===== config.mk =====
export PLATFORM = sky130hd
export DESIGN_NAME = regfile_sb_flat
export DESIGN_NICKNAME = d
export VERILOG_FILES = /design/src/rtl/regfile_sb_pkg.sv /design/src/rtl/regfile_sb_if.sv /design/src/rtl/regfile_scoreboard.sv /design/src/rtl/regfile_sb.sv /design/src/flat_wrapper.sv
export SDC_FILE = /design/constraint.sdc
export NUM_CORES = 2
export LEC_CHECK = 0
export BUFFER_PORTS_ARGS = -buffer_cell sky130_fd_sc_hd__clkbuf_2
export CORE_ASPECT_RATIO = 0.6
export CORE_MARGIN = 1
export CORE_UTILIZATION = 40
export CTS_BUF_LIST = sky130_fd_sc_hd__clkbuf_8
export DETAILED_ROUTE_END_ITERATION = 8
export PLACE_DENSITY = 0.56
export REMOVE_ABC_BUFFERS = 1
export SLEW_MARGIN = 20
export SYNTH_ARGS = -nofsm -noshare
export SYNTH_HDL_FRONTEND = slang
export SYNTH_SLANG_ARGS = --single-unit

===== constraint.sdc =====
create_clock -name clk -period 64.2 [get_ports clk]
set_input_delay 6.42 -clock clk [delete_from_list [all_inputs] [get_ports clk]]
set_output_delay 6.42 -clock clk [all_outputs]
set_load 0.01 [all_outputs]

===== src/rtl/regfile_sb_pkg.sv =====
// Shared constants for the scoreboarded register file.
package regfile_sb_pkg;

  localparam int unsigned DATA_W_DEFAULT = 32;
  localparam int unsigned NREGS_DEFAULT  = 32;
  localparam int unsigned NRD_DEFAULT    = 3;

  // Architectural register indices with special meaning.
  localparam int unsigned REG_ZERO = 0;
  localparam int unsigned REG_SP   = 29;

  localparam logic [31:0] SP_INIT_DEFAULT = 32'h100;

endpackage


===== src/rtl/regfile_sb_if.sv =====
// Bus bundle between decode/writeback/issue logic and the register file.
interface regfile_sb_if
  import regfile_sb_pkg::*;
#(
  parameter int unsigned DATA_W = DATA_W_DEFAULT,
  parameter int unsigned NREGS  = NREGS_DEFAULT,
  parameter int unsigned NRD    = NRD_DEFAULT
);

  localparam int unsigned AW = $clog2(NREGS);
  localparam int unsigned CW = $clog2(NREGS + 1);

  logic                  we;
  logic [AW-1:0]         wa;
  logic [DATA_W-1:0]     wd;
  logic [NRD*AW-1:0]     ra;
  logic [NRD*DATA_W-1:0] rd;
  logic [NRD-1:0]        busy;
  logic                  issue_valid;
  logic [AW-1:0]         issue_dst;
  logic [CW-1:0]         pending_cnt;

  modport master (
    output we, wa, wd, ra, issue_valid, issue_dst,
    input  rd, busy, pending_cnt
  );

  modport slave (
    input  we, wa, wd, ra, issue_valid, issue_dst,
    output rd, busy, pending_cnt
  );

endinterface


===== src/rtl/regfile_scoreboard.sv =====
// Per-register pending-write tracker with a running popcount.
// A set and a clear of the same register in one cycle leaves it pending:
// the retiring producer is replaced by the newly issued one.
module regfile_scoreboard #(
  parameter  int unsigned NREGS = 32,
  localparam int unsigned AW    = $clog2(NREGS),
  localparam int unsigned CW    = $clog2(NREGS + 1)
) (
  input  logic             clk,
  input  logic             rst,
  input  logic             set_en,
  input  logic [AW-1:0]    set_idx,
  input  logic             clr_en,
  input  logic [AW-1:0]    clr_idx,
  output logic [NREGS-1:0] pending,
  output logic [CW-1:0]    pending_cnt
);

  logic [NREGS-1:0] pending_q, pending_d;
  logic [CW-1:0]    cnt_q, cnt_d;
  logic             set_ok, clr_ok, inc, dec;

  // Register 0 is never tracked.
  assign set_ok = set_en && (set_idx != '0);
  assign clr_ok = clr_en && (clr_idx != '0);

  // Next pending vector and count; the count only moves on real bit transitions.
  always_comb begin
    pending_d = pending_q;
    cnt_d     = cnt_q;
    inc       = set_ok && !pending_q[set_idx];
    dec       = clr_ok && pending_q[clr_idx] && !(set_ok && (set_idx == clr_idx));
    if (clr_ok) pending_d[clr_idx] = 1'b0;
    if (set_ok) pending_d[set_idx] = 1'b1;
    if (inc && !dec) begin
      cnt_d = cnt_q + CW'(1);
    end else if (dec && !inc) begin
      cnt_d = cnt_q - CW'(1);
    end
  end

  // Scoreboard state, cleared asynchronously.
  always_ff @(posedge clk or posedge rst) begin
    if (rst) begin
      pending_q <= '0;
      cnt_q     <= '0;
    end else begin
      pending_q <= pending_d;
      cnt_q     <= cnt_d;
    end
  end

  assign pending     = pending_q;
  assign pending_cnt = cnt_q;

endmodule


===== src/rtl/regfile_sb.sv =====
// Multi-port register file with optional write bypass and a pending-write
// scoreboard for stalling on multicycle producers.
module regfile_sb
  import regfile_sb_pkg::*;
#(
  parameter int unsigned DATA_W  = DATA_W_DEFAULT,
  parameter int unsigned NREGS   = NREGS_DEFAULT,
  parameter int unsigned NRD     = NRD_DEFAULT,
  parameter int unsigned SP_IDX  = REG_SP,
  parameter logic [63:0] SP_INIT = 64'(SP_INIT_DEFAULT),
  parameter bit          BYPASS  = 1'b1
) (
  input  logic          clk,
  input  logic          rst,
  regfile_sb_if.slave   bus
);

  localparam int unsigned AW = $clog2(NREGS);
  localparam logic [DATA_W-1:0] SpInitW = DATA_W'(SP_INIT);

  logic [DATA_W-1:0] rf_q [NREGS];
  logic [NREGS-1:0]  pending;
  logic [DATA_W-1:0] rd_port [NRD];
  logic [NRD-1:0]    busy_port;

  // Register array; an out-of-range or zero SP_IDX simply gets no init value.
  always_ff @(posedge clk or posedge rst) begin
    if (rst) begin
      for (int unsigned i = 0; i < NREGS; i++) begin
        rf_q[i] <= ((i == SP_IDX) && (SP_IDX != REG_ZERO)) ? SpInitW : '0;
      end
    end else if (bus.we && (bus.wa != '0)) begin
      rf_q[bus.wa] <= bus.wd;
    end
  end

  regfile_scoreboard #(
    .NREGS(NREGS)
  ) u_scoreboard (
    .clk        (clk),
    .rst        (rst),
    .set_en     (bus.issue_valid),
    .set_idx    (bus.issue_dst),
    .clr_en     (bus.we),
    .clr_idx    (bus.wa),
    .pending    (pending),
    .pending_cnt(bus.pending_cnt)
  );

  for (genvar g = 0; g < NRD; g++) begin : g_rd
    logic [AW-1:0]     ra_g;
    logic              hit;
    logic [DATA_W-1:0] rd_g;

    assign ra_g = bus.ra[g*AW +: AW];
    assign hit  = BYPASS && bus.we && (bus.wa == ra_g);

    // Read mux: zero register, then in-flight write, then array contents.
    always_comb begin
      rd_g = rf_q[ra_g];
      if (ra_g == '0) begin
        rd_g = '0;
      end else if (hit) begin
        rd_g = bus.wd;
      end
    end

    assign rd_port[g]   = rd_g;
    // A bypassed write satisfies the consumer this cycle, so it is not busy.
    assign busy_port[g] = (ra_g != '0) && pending[ra_g] && !hit;
  end

  // Pack per-port read data onto the bus.
  always_comb begin
    bus.rd = '0;
    for (int unsigned i = 0; i < NRD; i++) begin
      bus.rd[i*DATA_W +: DATA_W] = rd_port[i];
    end
  end

  assign bus.busy = busy_port;

endmodule


===== src/flat_wrapper.sv =====
// flat-port wrapper written by rule: the top's interface ports become plain ports
module regfile_sb_flat import regfile_sb_pkg::*;
#(
  parameter int unsigned DATA_W  = DATA_W_DEFAULT,
  parameter int unsigned NREGS   = NREGS_DEFAULT,
  parameter int unsigned NRD     = NRD_DEFAULT,
  parameter int unsigned SP_IDX  = REG_SP,
  parameter logic [63:0] SP_INIT = 64'(SP_INIT_DEFAULT),
  parameter bit          BYPASS  = 1'b1
)
  (clk, rst, bus_we, bus_wa, bus_wd, bus_ra, bus_issue_valid, bus_issue_dst, bus_rd, bus_busy, bus_pending_cnt);
  regfile_sb_if #(.DATA_W(DATA_W), .NREGS(NREGS), .NRD(NRD)) bus_i ();
  input  logic clk;
  input  logic rst;
  input wire logic [$bits(bus_i.we)-1:0] bus_we;
  input wire logic [$bits(bus_i.wa)-1:0] bus_wa;
  input wire logic [$bits(bus_i.wd)-1:0] bus_wd;
  input wire logic [$bits(bus_i.ra)-1:0] bus_ra;
  input wire logic [$bits(bus_i.issue_valid)-1:0] bus_issue_valid;
  input wire logic [$bits(bus_i.issue_dst)-1:0] bus_issue_dst;
  output wire logic [$bits(bus_i.rd)-1:0] bus_rd;
  output wire logic [$bits(bus_i.busy)-1:0] bus_busy;
  output wire logic [$bits(bus_i.pending_cnt)-1:0] bus_pending_cnt;
  assign bus_i.we = bus_we;
  assign bus_i.wa = bus_wa;
  assign bus_i.wd = bus_wd;
  assign bus_i.ra = bus_ra;
  assign bus_i.issue_valid = bus_issue_valid;
  assign bus_i.issue_dst = bus_issue_dst;
  assign bus_rd = bus_i.rd;
  assign bus_busy = bus_i.busy;
  assign bus_pending_cnt = bus_i.pending_cnt;
  regfile_sb #(.DATA_W(DATA_W), .NREGS(NREGS), .NRD(NRD), .SP_IDX(SP_IDX), .SP_INIT(SP_INIT), .BYPASS(BYPASS)) u_core (.clk(clk), .rst(rst), .bus(bus_i));
endmodule

## Word level (Yosys, flattened, before mapping)

Index checks and enable logic that the tools add are counted.

| word-level totals | value |
|---|---|
| RAM bits | 0 |
| word-level logic and storage cells | 131 |
| bits in latches | 0 |
| output and inout bits | 105 |
| bits in read-only memories | 0 |
| memories kept | 0 |
| register bits after elaboration | 1,062 |

| operators by class | value |
|---|---|
| div/mod/pow operators | 0 |
| mux-type cells | 36 |
| shifts and indexed selects | 0 |
| add/sub/neg operators | 2 |
| reduce and logical (&&, ||, !) cells | 36 |
| $mul | 0 |
| bitwise operators | 7 |
| equal/unequal tests | 4 |
| order comparisons | 12 |

Operators by type and width:

| kind | count |
|---|---|
| 1024-bit bitwise mux | 1 |
| 32-bit binary-select mux with 5-bit select | 3 |
| 32-bit 2-to-1 mux | 15 |
| 32-bit demux with 5-bit select | 1 |
| 32-bit bitwise AND | 1 |
| 32-bit NOT | 1 |
| 32-bit OR | 1 |
| 5-bit by 6-bit < comparator with 1-bit output (second input constant) | 5 |
| 1-bit binary-select mux with 5-bit select | 5 |
| 5-bit nonzero test | 5 |
| 6-bit >= comparator (second input constant) | 4 |
| 5-bit NOT with 6-bit output | 4 |
| 5-bit == test | 4 |
| 1-bit logical AND | 20 |
| 5-bit logical NOT | 3 |
| 6-bit 2-to-1 mux | 2 |
| 1-bit demux with 5-bit select | 2 |
| 5-bit by 1-bit >= comparator with 1-bit output (second input constant) | 2 |
| 1-bit logical NOT | 7 |
| 1-bit 2-to-1 mux | 7 |
| 6-bit by 1-bit adder with 6-bit output (second input constant) | 1 |
| 6-bit by 1-bit < comparator with 1-bit output (second input constant) | 1 |
| 6-bit by 1-bit subtractor with 6-bit output (second input constant) | 1 |
| 2-bit nonzero test | 1 |

## Longest topological paths before layout

| logic depth | value |
|---|---|
| depth after elaboration | 9 |
| depth in mapped cells | 15 |

## Cells and area by module

From an unflattened synthesis, not the netlist that was laid out.

| second synthesis, totals | value |
|---|---|
| cell total of the unflattened synthesis | 4,967 |
| area total of the unflattened synthesis | 67,207.0 um2 |

By module, submodules not included:

| module | area each (um2) | sequential area each (um2) | cells an instance | times used |
|---|---|---|---|---|
| regfile_sb | 64,730.8 | 25,625.8 | 4,722 | 1 |
| regfile_scoreboard | 2,476.1 | 950.9 | 245 | 1 |

## Least setup slack after synthesis

Ideal clock, no wire load.

| timing path | value |
|---|---|
| path kind | input to output |
| from | input bus_ra[6] |
| to | output bus_rd[34] |
| setup slack | 49,509 ps |
| stages on the path | 6 |
| arrival time | 8,271 ps |
| path buffers | 3 |
| cells stage by stage | buf_2 > buf_2 > buf_2 > mux4_2 > mux4_2 > a221o_1 |

| on the way | value |
|---|---|
| cells in the longest elaborated chain, start to end | 6 |
| elaborated cells on any way between the ends | 9 |
| those cells by class | 1 x eq/ne; 5 x mux; 1 x bitwise; 2 x reduce/logical |

RTL lines:

| item | line | RTL |
|---|---|---|
| start, declared | flat_wrapper.sv:18 | `input wire logic [$bits(bus_i.ra)-1:0] bus_ra;` |
| 5-bit NOT with 6-bit output (not written as such) | regfile_sb.sv:60 | `rd_g = rf_q[ra_g];` |
| 32-bit binary-select mux with 5-bit select | regfile_sb.sv:60 |  |
| 32-bit 2-to-1 mux (not written as such) (2 in series) | regfile_sb.sv:60 |  |
| 32-bit 2-to-1 mux | regfile_sb.sv:63 | `end else if (hit) begin` |
| 32-bit 2-to-1 mux * | regfile_sb.sv:61 | `if (ra_g == '0) begin` |
| end, declared | flat_wrapper.sv:21 | `output wire logic [$bits(bus_i.rd)-1:0] bus_rd;` |

Every way passes the cells marked *; elsewhere a longest branch is shown, timed or not. The select of a mux whose other input is x is not followed.

## Final worst setup path

| timing path | value |
|---|---|
| from | input bus_ra[5] |
| to | output bus_rd[51] |

Same word-level chain as after synthesis.

==> results by group <==
Run status
  • Outcome: complete, but fails checks
  • Failing checks: DRC

Global route
  • Global-route wire length before repair: 382.5 mm
  • Gr usage total: 31.47%
  • Overflow after GRT: 0
  • Vias in the first global route: 47710
  • Largest net degree at the start of global routing: 100
  • Initial antenna violation count: 9

Floorplan
  • Row count: 116
  • Num ports: 166
  • Core area: approximately 170000 µm²
  • Die area: ~170000 µm²
  • Initial Util: 40.34%
  • Die X: about 530 µm
  • Die Y: 319.9 µm

Route
  • Detail Route Antenna Nets: 0
  • Initial DRT Pass Iterations: 7
  • Routed len/inst: 38.13 µm
  • First-iteration detailed-routing DRC count: 7082
  • Via count: 49020
  • WL final: 269.3 mm
  • Post-route DRC: 28
  • Vias/cell: around 7

Setup path
  • R2r endpoint: u_core.u_scoreboard.pending_cnt[5]
  • WP data arrival: 11.05 ns
  • Largest fanout on the critical path: 40
  • CP Capture Type: output pin
  • Crit path launch type: input port
  • R2R cell count: 12
  • Kind of critical path: input port to output pin
  • RR Startpoint: u_core.u_scoreboard.pending[27]
  • Flop2flop setup slack: ~60 ns
  • Required @ worst endpoint: 57.78 ns

Layout
  • Fin cells: 7063
  • Design Area, Final: 73430 µm²
  • Most frequent cells in the layout: 1061 x dfrtp_1, 985 x mux2_2, 732 x mux4_2
  • Commonest non-fill, non-tap cell in the layout: dfrtp_1
  • Layout area overhead: 8.960%
  • Fin nets: approximately 4800
  • Post-layout util: between 40 and 50%
  • Layout cell share with drive strength beyond 1: 48.65%

Clock tree
  • Post-CTS Setup Bufs: 0
  • CTS Hold Buffers Added: 0
  • Clock slew at reported path FFs: 0.06 ns
  • TritonCTS Buffers: 175
  • CTS tree: yes
  • CTS Sinks: 1062
  • Root Driver: clkbuf_8
  • CTS max path bufs: 4
  • Worst-skew pair later-pin latency: 0.88 ns
  • H-tree Lvls: 4
  • Post-CTS resize count: 0

Power and ir drop
  • Clock share of power: 30.1%
  • Peak VDD IR: ~16 µV
  • PwrDens: 29.27 nW/µm²
  • Leak pwr: 31.08 nW
  • Comb power frac: 26.3%
  • Switching share of total power: 32.10%
  • Sequential Power Share: 43.6%
  • Cell-internal power: 0.001459 W
  • Switch Pwr: 0.0006899 W

Timing
  • Final hold vios: 0
  • Shortest period the worst path allows: 17.47 ns
  • RSZ-0062 raised after global routing: no
  • Fmax: 57.25 MHz
  • Slew margin rel.: 13.72%
  • Worst Skew: ~0.013 ns
  • Worst slew pin tran: approximately 1.3 ns
  • Final cycle utilization of the critical path: 27.21%
  • Count of pins over their slew limit: 0
  • Final setup viols: 0
  • TNS Setup: 0 ns

Synthesis
  • Most common flop cell mapped by yosys: dfrtp_1
  • Syn Inst Count: between 4000 and 5000
  • Area share of the largest cell type after synthesis: between 30 and 40%
  • Number of synthesized flops with an enable pin: 0
  • Number of synthesized register bits: 1062
  • Synth cell types: 79
  • Mean Syn Cell Area: 14.13 µm²
  • Post-synthesis cell area: 67390 µm²
  • Post-synthesis sequential area ratio: 39.44%
  • Top cell type by total area after synthesis: dfrtp_1
  • Asr flop ratio synth: 100.0%
  • Synth Warn #: 0
  • Top post-synthesis cells by area: dfrtp_1 39%, mux4_2 24%, mux2_2 16%

Placed design
  • Post-DP Area: roughly 70000 µm²
  • Placer Congestion: 0.8739
  • Detailed Place HPWL: 159.6 mm
  • IO Port Bufs: 165
  • Placed cells: 6754

Run
  • Max-cap viol count: 0

Hold path
  • Hold Crit Depth: 0
  • Worst min-delay path category: flop to flop
  • Hold Crit Endpoint: u_core.rf_q[1003]
  • Hold path startpoint: u_core.rf_q[1003]
worst max-delay path, cell delays in order:
cell and delay, ns:
buf_8 0.37, buf_4 0.73, buf_4 0.69, buf_4 0.75, mux4_2 0.60, mux4_2 0.49
and3_1 0.22, a311o_1 0.38, clkbuf_2 0.15
how the worst max path moves through the flow:
stage	startpoint	to	slack, ns	cells after the start
2_1_floorplan	rst	u_core.rf_q[0]	27.89	1
3_3_place_gp	bus_ra[0]	bus_rd[24]	46.69	9
3_5_place_dp	bus_ra[5]	bus_rd[51]	46.68	9
4_1_cts	bus_ra[0]	bus_rd[24]	46.67	9
5_1_grt	bus_ra[5]	bus_rd[51]	46.52	9
6_report	bus_ra[5]	bus_rd[51]	46.73	9
area by class of cell:
| type | instances | area [µm²] |
|---|---|---|
| Inverter | 25 | 108.9 |
| Clock inverter | 84 | 604.3 |
| Clock buffer | 218 | 3000 |
| Sequential cell | 1062 | 26580 |
| Multi-Input combinational cell | 3116 | 38210 |
| Timing Repair Buffer | 311 | 2112 |
| Antenna cell | 5 | 12.51 |
| Fill cell | 15130 | 93630 |
| Tap cell | 2242 | 2805 |
synth_stat cells, types with 11 or more instances:
master / count
o21ai_0: 60
nor4_1: 24
a31oi_1: 11
and3_1: 17
buf_2: 160
mux2_1: 42
a211o_1: 23
nor2b_1: 54
xor2_1: 12
xnor2_1: 13
o221ai_1: 22
dfrtp_1: 1061
o21bai_1: 18
nor2_1: 75
nand2_1: 154
mux2_2: 985
mux4_2: 732
a221oi_1: 73
inv_1: 20
a32oi_1: 13
clkbuf_1: 275
a22oi_1: 40
buf_4: 48
o21ai_1: 12
buf_6: 30
o22ai_1: 24
a211oi_1: 64
nand3_1: 39
a21oi_1: 84
mux2i_1: 307
a221o_1: 39
nor3_1: 34
buf_1: 47
flip-flops by register name, indices dropped and copies added, names as in the netlist:
name,flops
u_core.rf_q,1024
u_core.u_scoreboard.pending,32
u_core.u_scoreboard.pending_cnt,6
through the flow:
stage          hold slack (ns)  total power [W]  setup slack, ns
3_3_place_gp            0.3981         0.001484            46.69
2_1_floorplan           0.3784         0.001288            27.89
4_1_cts                 0.4172         0.002143            46.67
5_1_grt                 0.4315         0.002239            46.52
3_5_place_dp            0.4019         0.001497            46.68
6_report                0.4176         0.002149            46.73
power groups by stage:
stage	clock network (W)	logic [W]	registers, W
2_1_floorplan	0	0.000396	0.000892
3_3_place_gp	0	0.000550	0.000935
3_5_place_dp	0	0.000558	0.000940
4_1_cts	0.000654	0.000561	0.000928
5_1_grt	0.000687	0.000598	0.000953
6_report	0.000647	0.000564	0.000938
logic make-up (layout without fill, tap and decap cells):
group | Yosys count | after routing | synth area share, %
compound gates | 562 | 562 | 6.170
xor+xnor | 25 | 25 | 0.3249
mux | 2069 | 2069 | 46.30
other cells | 0 | 5 | 0
simple gates | 454 | 454 | 3.336
buf+inv | 591 | 638 | 4.306
flops | 1062 | 1062 | 39.44
fa+ha+maj | 6 | 6 | 0.1225
routing by layer:
layer	global-route usage, %	vias up	part of all wire, %
li1	-	18850	-
met1	45.50	26340	42
met2	43.91	3310	42
met3	10.79	513	13
met4	10.04	6	3.3
met5	0.3639	-	0.062
No activity file was read; power rests on OpenSTA's default activity.
